[config.mk]
export PLATFORM = sky130hd
export DESIGN_NAME = fpu_issue_ctrl
export DESIGN_NICKNAME = d
export VERILOG_FILES = /design/src/rtl/fpu_ctrl_pkg.sv /design/src/rtl/fpu_issue_ctrl.sv
export SDC_FILE = /design/constraint.sdc
export NUM_CORES = 1
export LEC_CHECK = 0
export CAP_MARGIN = 20
export CORE_ASPECT_RATIO = 1.2
export CORE_MARGIN = 5
export CORE_UTILIZATION = 43
export DETAILED_ROUTE_END_ITERATION = 16
export PLACE_DENSITY_LB_ADDON = 0.15
export SYNTH_ARGS = -nofsm -noshare
export SYNTH_HDL_FRONTEND = slang
export SYNTH_SLANG_ARGS = --single-unit
export TNS_END_PERCENT = 20
[constraint.sdc]
create_clock -name clk_i -period 6.7 [get_ports clk_i]
set_clock_uncertainty 0.2 [all_clocks]
set_input_delay 1.34 -clock clk_i [delete_from_list [all_inputs] [get_ports clk_i]]
set_output_delay 1.34 -clock clk_i [all_outputs]
set_load 0.05 [all_outputs]
[src/rtl/fpu_ctrl_pkg.sv]
// Shared definitions for the FPU issue controller: FSM state encoding,
// default watchdog limit and completed-op counter width.
package fpu_ctrl_pkg;

  typedef enum logic [2:0] {
    S_IDLE   = 3'd0,
    S_LAUNCH = 3'd1,
    S_WAIT   = 3'd2,
    S_WB     = 3'd3,
    S_DRAIN  = 3'd4
  } state_e;

  localparam int unsigned WDOG_MAX_DEFAULT = 255;
  localparam int unsigned OPCNT_W          = 16;

endpackage

[src/rtl/fpu_issue_ctrl.sv]
// FPU issue controller: accepts one FP op from execute, launches it on the
// FPU, waits for the result and hands it to writeback. Tracks the pending
// destination for decode hazard checks, aborts hung ops via a watchdog and
// counts completed ops.
//
// Ports
//   clk_i, reset_i            clock, synchronous active-high reset
//   reqValid_i/reqReady_o     issue handshake; reqInstr_i, reqRs1_i..reqRs3_i,
//                             reqRd_i, reqRdIsF_i carry the op
//   flush_i                   cancels the in-flight op
//   fpuEnable_o, fpuInstr_o,  one-cycle launch pulse and held operands
//   fpuRs1_o..fpuRs3_o
//   fpuBusy_i, fpuOut_i       FPU status and result
//   wbValid_o/wbReady_i,      writeback handshake and payload
//   wbData_o, wbRd_o, wbRdIsF_o
//   stall_o, pendValid_o,     hazard info for decode
//   pendRd_o, pendRdIsF_o
//   wdogErr_o                 sticky watchdog abort flag
//   opCount_o                 completed-op counter (wraps)
module fpu_issue_ctrl
  import fpu_ctrl_pkg::*;
#(
  parameter int unsigned WDOG_MAX = WDOG_MAX_DEFAULT
) (
  input  logic               clk_i,
  input  logic               reset_i,
  input  logic               reqValid_i,
  output logic               reqReady_o,
  input  logic [31:0]        reqInstr_i,
  input  logic [31:0]        reqRs1_i,
  input  logic [31:0]        reqRs2_i,
  input  logic [31:0]        reqRs3_i,
  input  logic [4:0]         reqRd_i,
  input  logic               reqRdIsF_i,
  input  logic               flush_i,
  output logic               fpuEnable_o,
  output logic [31:0]        fpuInstr_o,
  output logic [31:0]        fpuRs1_o,
  output logic [31:0]        fpuRs2_o,
  output logic [31:0]        fpuRs3_o,
  input  logic               fpuBusy_i,
  input  logic [31:0]        fpuOut_i,
  output logic               wbValid_o,
  input  logic               wbReady_i,
  output logic [31:0]        wbData_o,
  output logic [4:0]         wbRd_o,
  output logic               wbRdIsF_o,
  output logic               stall_o,
  output logic [4:0]         pendRd_o,
  output logic               pendRdIsF_o,
  output logic               pendValid_o,
  output logic               wdogErr_o,
  output logic [OPCNT_W-1:0] opCount_o
);

  state_e               r_state;
  state_e               w_stateNext;
  logic [31:0]          r_instr, r_rs1, r_rs2, r_rs3, r_wbData;
  logic [4:0]           r_rd;
  logic                 r_rdIsF;
  logic [31:0]          r_wdog;
  logic                 r_wdogErr;
  logic [OPCNT_W-1:0]   r_opCount;

  logic w_accept, w_wdogHit, w_resultNow, w_wbFire;
  logic w_wdogInc, w_wdogErrSet, w_capture;

  assign reqReady_o  = (r_state == S_IDLE) && !flush_i;
  assign w_accept    = reqValid_i && reqReady_o;
  assign w_wdogHit   = (r_wdog + 32'd1) >= WDOG_MAX;

  always_comb begin
    w_stateNext  = r_state;
    w_wdogInc    = 1'b0;
    w_wdogErrSet = 1'b0;
    w_capture    = 1'b0;
    w_resultNow  = 1'b0;
    case (r_state)
      S_IDLE:   if (w_accept) w_stateNext = S_LAUNCH;
      S_LAUNCH: w_stateNext = flush_i ? S_IDLE : S_WAIT;
      S_WAIT: begin
        if (fpuBusy_i) begin
          w_wdogInc = 1'b1;
          if (w_wdogHit) begin
            w_wdogErrSet = 1'b1;
            w_stateNext  = S_IDLE;
          end else if (flush_i) begin
            w_stateNext = S_DRAIN;
          end
        end else if (flush_i) begin
          w_stateNext = S_DRAIN;
        end else begin
          // Result is offered on the writeback port in the cycle busy drops;
          // WB only holds the captured copy while the consumer stalls.
          w_resultNow = 1'b1;
          w_capture   = 1'b1;
          w_stateNext = wbReady_i ? S_IDLE : S_WB;
        end
      end
      S_WB:     if (flush_i || wbReady_i) w_stateNext = S_IDLE;
      S_DRAIN: begin
        if (fpuBusy_i) begin
          w_wdogInc = 1'b1;
          if (w_wdogHit) begin
            w_wdogErrSet = 1'b1;
            w_stateNext  = S_IDLE;
          end
        end else begin
          w_stateNext = S_IDLE;
        end
      end
      default:  w_stateNext = S_IDLE;
    endcase
  end

  assign fpuEnable_o = (r_state == S_LAUNCH) && !flush_i;
  assign fpuInstr_o  = r_instr;
  assign fpuRs1_o    = r_rs1;
  assign fpuRs2_o    = r_rs2;
  assign fpuRs3_o    = r_rs3;

  assign wbValid_o   = (r_state == S_WB) || w_resultNow;
  assign wbData_o    = w_resultNow ? fpuOut_i : r_wbData;
  assign wbRd_o      = r_rd;
  assign wbRdIsF_o   = r_rdIsF;
  // A flush in WB cancels the op even if the consumer accepts this cycle.
  assign w_wbFire    = wbValid_o && wbReady_i && !flush_i;

  assign stall_o     = (r_state != S_IDLE) || w_accept;
  assign pendValid_o = (r_state == S_LAUNCH) || (r_state == S_WAIT) || (r_state == S_WB);
  assign pendRd_o    = r_rd;
  assign pendRdIsF_o = r_rdIsF;
  assign wdogErr_o   = r_wdogErr;
  assign opCount_o   = r_opCount;

  always_ff @(posedge clk_i) begin
    if (reset_i) begin
      r_state   <= S_IDLE;
      r_instr   <= '0;
      r_rs1     <= '0;
      r_rs2     <= '0;
      r_rs3     <= '0;
      r_rd      <= '0;
      r_rdIsF   <= 1'b0;
      r_wbData  <= '0;
      r_wdog    <= '0;
      r_wdogErr <= 1'b0;
      r_opCount <= '0;
    end else begin
      r_state <= w_stateNext;
      if (w_accept) begin
        r_instr <= reqInstr_i;
        r_rs1   <= reqRs1_i;
        r_rs2   <= reqRs2_i;
        r_rs3   <= reqRs3_i;
        r_rd    <= reqRd_i;
        r_rdIsF <= reqRdIsF_i;
        r_wdog  <= '0;
      end else if (w_wdogInc) begin
        r_wdog <= r_wdog + 32'd1;
      end
      if (w_capture)    r_wbData  <= fpuOut_i;
      if (w_wdogErrSet) r_wdogErr <= 1'b1;
      if (w_wbFire)     r_opCount <= r_opCount + OPCNT_W'(1);
    end
  end

endmodule

==> results of run 1 <==
[layout make-up]
type                       count  area [um^2]  share of cell area
tap                          265          332              0.0248
antenna                        2         5.00            0.000375
clock buffer                  39          718              0.0538
clock inverter                 2         10.0            0.000749
timing repair buffer         372         3710               0.278
sequential                   218         4360               0.327
inverter                       8         30.0             0.00225
multi-input combinational    769         4190               0.314
[cells in the final DEF (no fill, tap or decap), drive strengths merged, types with 3 or more instances in the layout]
master and n:
nor2 57, xnor2 22, a21oi 147, a31oi 4, buf 8, nor2b 36, nor4 10, nand3 22
nand3b 3, xor2 24, clkdlybuf4s50 364, nor3 16, and4 3, and2 5, or3 12, a311oi 4
nand4 22, ha 3, mux2i 4, a211oi 4, mux2 32, dfxtp 218, inv 8, o21ai 13
and3 4, clkbuf 39, nand2 290
[final timing paths]
path | from | to | cells past startpoint
setup reg to reg | r_wdog[1]$_SDFFE_PP0P_ | r_state[2]$_SDFFE_PP0P_ | 7
setup / recovery | flush_i | wbData_o[19] | 6
hold reg to reg | fpuRs2_o[15]$_SDFFE_PP0P_ | fpuRs2_o[15]$_SDFFE_PP0P_ | 2
hold / removal | fpuRs2_o[15]$_SDFFE_PP0P_ | fpuRs2_o[15]$_SDFFE_PP0P_ | 2
[layer usage]
layer	global-route usage	vias up
met1	0.264	3879
met4	0.0881	2
li1	-	4231
met5	0	-
met3	0.0826	62
met2	0.395	261
[sequential cells by signal, summed over array words and instances (netlist names)]
name,cells
r_state,3
fpuInstr_o,32
wdogErr_o,1
r_wdog,32
pendRd_o,5
fpuRs2_o,32
opCount_o,16
pendRdIsF_o,1
fpuRs3_o,32
r_wbData,32
fpuRs1_o,32
[worst max-delay path, cell delays in order]
cell	delay, ps
clkdlybuf4s50_1	590
nor3_1	90
nand3b_1	320
buf_4	430
mux2_2	390
clkdlybuf4s50_1	710
[cell usage after synthesis, types with 3 or more instances]
cell / n
inv_1: 8
buf_1: 5
nor4_1: 9
nor2b_1: 36
nor3_1: 16
mux2i_1: 4
xnor2_1: 22
o21ai_0: 13
nand3b_1: 3
or3_1: 12
and2_1: 5
mux2_2: 32
nor2_1: 56
nand3_1: 21
nand4_1: 21
dfxtp_1: 218
buf_4: 12
buf_2: 9
xor2_1: 24
clkbuf_1: 60
and3_1: 4
a21oi_1: 147
ha_1: 3
a31oi_1: 4
a311oi_1: 4
nand2_1: 290
[cells by family (layout without fill, tap and decap cells)]
family          after synthesis  count (layout)  synth area share
xor+xnor                     46              46            0.0450
other cells                   0               2                 0
mux                          36              36            0.0447
buf+inv                      94             421            0.0457
simple gates                492             492             0.251
compound gates              192             192             0.122
fa+ha+maj                     3               3           0.00419
flops                       218             218             0.487
[power groups by stage]
stage                     Clock [mW]  Combinational [mW]  Sequential [mW]
after floorplan                    0               0.283             1.67
after global placement             0               0.840             1.44
after detailed placement           0               0.842             1.44
after CTS                       1.27               0.846             1.42
after global routing            1.32               0.888             1.42
final                           1.23               0.839             1.42
==> impl_metrics.toml, run 1 <==
[flow_run]
maxCapViolCount = 0

[yosys]
syn_area_per_cell_um2 = 8.28
synth_edf_count = 0
yosysSeqAreaShare = 0.487
synth.area.top_cells = "dfxtp_1 (49%), nand2_1 (12%), a21oi_1 (8.2%), mux2_2 (4.0%), clkbuf_1 (2.5%)"
synthesis.nets = 1256
yosysTopAreaCellShare = 0.487
synthCells = 1081
synth_ff_type = "dfxtp_1"
yosysTopAreaCell = "dfxtp_1"
synth_seq_cells = 218
syn_area_um2 = 8950
ys_async_sr_fraction = 0
synth.distinct_cells = 59
ys_warn_count = 0

[power_and_ir_drop]
p_comb_frac = 0.241
swShare = 0.312
finalPower_mw = 3.49
seqPwrFrac = 0.406
p_leak_nw = 4.73
powerDensity_nw_per_um2 = 261
irDropWorstVdd_uv = 230
p_clk_frac = 0.353
p_int_mw = 2.40
switchingPower_mw = 1.09

[layout]
fill_cells = 1819
area_growth_pct = 49.2
fin_cells = 1675
fin_area_um2 = 13400
drive_above_1_share = 0.0625
final_nets = 1568
utilization = 0.655

[clocking]
htree_levels = 1
clock-sinks = 218
worstSkewPairLatency_ps = 510
cts_tree = "built"
cts_hold_buffers = 0
clkTransAtPathRegs_ps = 60
cts_resized = 0
max-clock-path-buffers = 3
post_cts_buffers = 0
clock-root-buffer = "clkbuf_16"
cts_buffers = 24

[floorplanning]
io_pins = 366
die-area_um2 = 23800
die_x_um = 142
rows = 57
start_util = 0.439
core_um2 = 20400
die_h_um = 168

[sta]
slew_headroom = 0.303
holdWs_ps = 251
fin_crit_ps = 5450
max_freq_mhz = 183
hold_viol = 0
fin_ws_ps = 1250
tightest_slew_ps = 1050
slew_violations = 0
rsz0062_at_grt = "false"
fin_tns_setup_ps = 0
final-setup-viol-count = 0
fin_crit_sh = 0.813

[routing]
drc = 0
routed_wl_um = 29300
wire_per_inst_um = 17.5
drtAntennaViolNets = 0
drt-met1-wl_um = 11200
dr_wl_met3_um = 2530
met2_length_um = 14500
dr.pass1.iters = 4
highest_layer = "met5"
viasPerCell = 5.04
num_vias = 8435
drt_iter0_drc = 417

[placement]
placed_cell_area_um2 = 12600
io_buffers = 365
gp_congestion = 0.846
post-place-ws_ps = 1240
dp_hpwl_um = 21300
placed_cells = 1632

[run_status]
outcome = "finished, final reports clean"

[global_routing]
overflow = 0
antenna_found_initial = 2
grt_pass1_wl_um = 44400
grt_pass1_vias = 7953
grt.total_usage = 0.231
grt_max_degree = 133

[hold_path]
hold_class = "flip-flop to flip-flop"

[setup_path]
crit_path_end_kind = "output port"
worst_ep_required_time_ps = 5160
crit_arrival_ps = 3910
critPathLaunchType = "input port"
cp_max_fo = 29
crit_type = "input port to output port"
reg2reg_slack_ps = 3250
No activity file was read; power rests on OpenSTA's default activity.
==> inputs of run 2 (changes only) <==
- CORE_UTILIZATION: 43 -> 39
- clock period: 6.7 -> 4.4 ns (I/O delays scaled with it)
==> run 2 against run 1 <==
First-iteration DRC count decreased by 16%; sequential share of layout area is 1.2 points lower; critical endpoint is now wbData_o[17]; setup slack lost 730 ps; design area rose by 3.7%; global-route usage fell by 1.9 points.
==> impl_metrics.toml, run 2 (synthesis results as in run 1) <==
[floorplanning]
core_um2 = 22500
rows = 60
die-area_um2 = 26100
die_h_um = 176
start_util = 0.398
io_pins = 366
die_x_um = 148

[routing]
drt_iter0_drc = 352
num_vias = 8475
routed_wl_um = 29300
viasPerCell = 5.01
drc = 0
dr.pass1.iters = 5
wire_per_inst_um = 17.3
drtAntennaViolNets = 0

[setup_path]
cp_max_fo = 29
reg2reg_from = "r_wdog[1]$_SDFFE_PP0P_"
cp_slowest_cell = "clkdlybuf4s50_1"
slowest_delay_ps = 410
crit_type = "input port to output port"
crit_path_end_kind = "output port"
critPathLaunchType = "input port"
crit_chain = "clkdlybuf4s50_1 > buf_4 > nor3_1 > nand3b_1 > buf_12 > mux2_2 > buf_12"
worst_ep_required_time_ps = 3320
crit_start = "flush_i"
cpMostUsedCell = "buf_12"
crit_arrival_ps = 2800

[run_status]
outcome = "finished, final reports clean"

[placement]
post-place-ws_ps = 542
dp_hpwl_um = 21200
gp_congestion = 0.834
placed_cell_area_um2 = 13000
io_buffers = 365

[layout]
layout_commonest_cell = "clkdlybuf4s50_1"
area_growth_pct = 54.7
final_cell_mix = "clkdlybuf4s50_1 (330), nand2_1 (289), dfxtp_1 (218)"
final_nets = 1570
drive_above_1_share = 0.0899
fin_area_um2 = 13900

[sta]
fin_crit_ps = 3880
fin_crit_sh = 0.881
holdWs_ps = 250
final-setup-viol-count = 0
fin_tns_setup_ps = 0
tightest_slew_ps = 856
fin_ws_ps = 523
max_freq_mhz = 258
rsz0062_at_grt = "false"
slew_violations = 0
hold_viol = 0
slew_headroom = 0.429

[clocking]
cts_buffers = 25
htree_levels = 1
post_cts_buffers = 0
worstSkewPairLatency_ps = 520
cts_hold_buffers = 0
cts_resized = 0
clock-sinks = 218
clock-root-buffer = "clkbuf_16"
max-clock-path-buffers = 3
clkTransAtPathRegs_ps = 50
cts_tree = "built"

[power_and_ir_drop]
p_leak_nw = 4.95
irDropWorstVdd_uv = 298
finalPower_mw = 5.52
powerDensity_nw_per_um2 = 398

[global_routing]
grt_pass1_vias = 8003
grt.total_usage = 0.212
grt_max_degree = 104
antenna_found_initial = 3
grt_pass1_wl_um = 44400
overflow = 0

[hold_path]
hold_class = "flip-flop to flip-flop"
min_from = "fpuRs3_o[30]$_SDFFE_PP0P_"

[flow_run]
maxCapViolCount = 0
run 2: cell types whose count changed in the layout (fill, tap and decap cells not counted):
cell / previous run / this run
buf_12: 0 / 38
clkdlybuf4s50_1: 364 / 330
buf_4: 7 / 4
bufinv_16: 0 / 2
inv_6: 0 / 2
clkinv_2: 2 / 1
nor4_1: 9 / 8
nor4_2: 0 / 1
run 2: cell type report:
| class | instances | area (um^2) |
|---|---|---|
| Antenna cell | 2 | 5.00 |
| Fill cell | 1966 | 8670 |
| Sequential cell | 218 | 4360 |
| Clock inverter | 5 | 82.6 |
| Inverter | 8 | 30.0 |
| Timing Repair Buffer | 373 | 4110 |
| Clock buffer | 39 | 718 |
| Multi-Input combinational cell | 769 | 4200 |
| Tap cell | 279 | 349 |
run 2: path summary, 6_finish.rpt:
check	endpoint	slack (ps)	depth (start not counted)
worst max-delay path	wbData_o[17]	520	7
worst min-delay path	fpuRs3_o[30]$_SDFFE_PP0P_	250	2
worst max register to register	r_state[2]$_SDFFE_PP0P_	1140	7
worst min register to register	fpuRs3_o[30]$_SDFFE_PP0P_	250	2
run 2: worst max-delay path, delay by kind of cell:
kind          cells  cell delay [ps]
mux               1              330
buf+inv           4             1030
simple gates      2              530
run 2: where the power goes:
part,internal (mW),total (mW),switching [mW]
sequential,2.09,2.16,0.0719
clock,1.23,2.03,0.798
combinational,0.497,1.32,0.827
run 2: per-layer routing:
layer,up-vias,GRT usage,wire (um)
met1,3930,0.236,11000
met2,250,0.373,14800
met5,-,0,0
met4,0,0.0870,1120
met3,69,0.0688,2370
li1,4226,-,-
run 2: through the flow:
stage / cells / utilization
2_1_floorplan: 1081 / -
3_3_place_gp: 1647 / 0.579
3_5_place_dp: 1647 / 0.579
4_1_cts: 1691 / 0.615
5_1_grt: 1693 / 0.615
6_report: 1693 / 0.615
==> inputs of run 3 (changes only) <==
- ABC_CLOCK_PERIOD_IN_PS: default -> 4400
- GPL_ROUTABILITY_DRIVEN: default -> 1
==> results of run 3 <==
The final DEF is identical to that of run 2; final timing and power are the same.
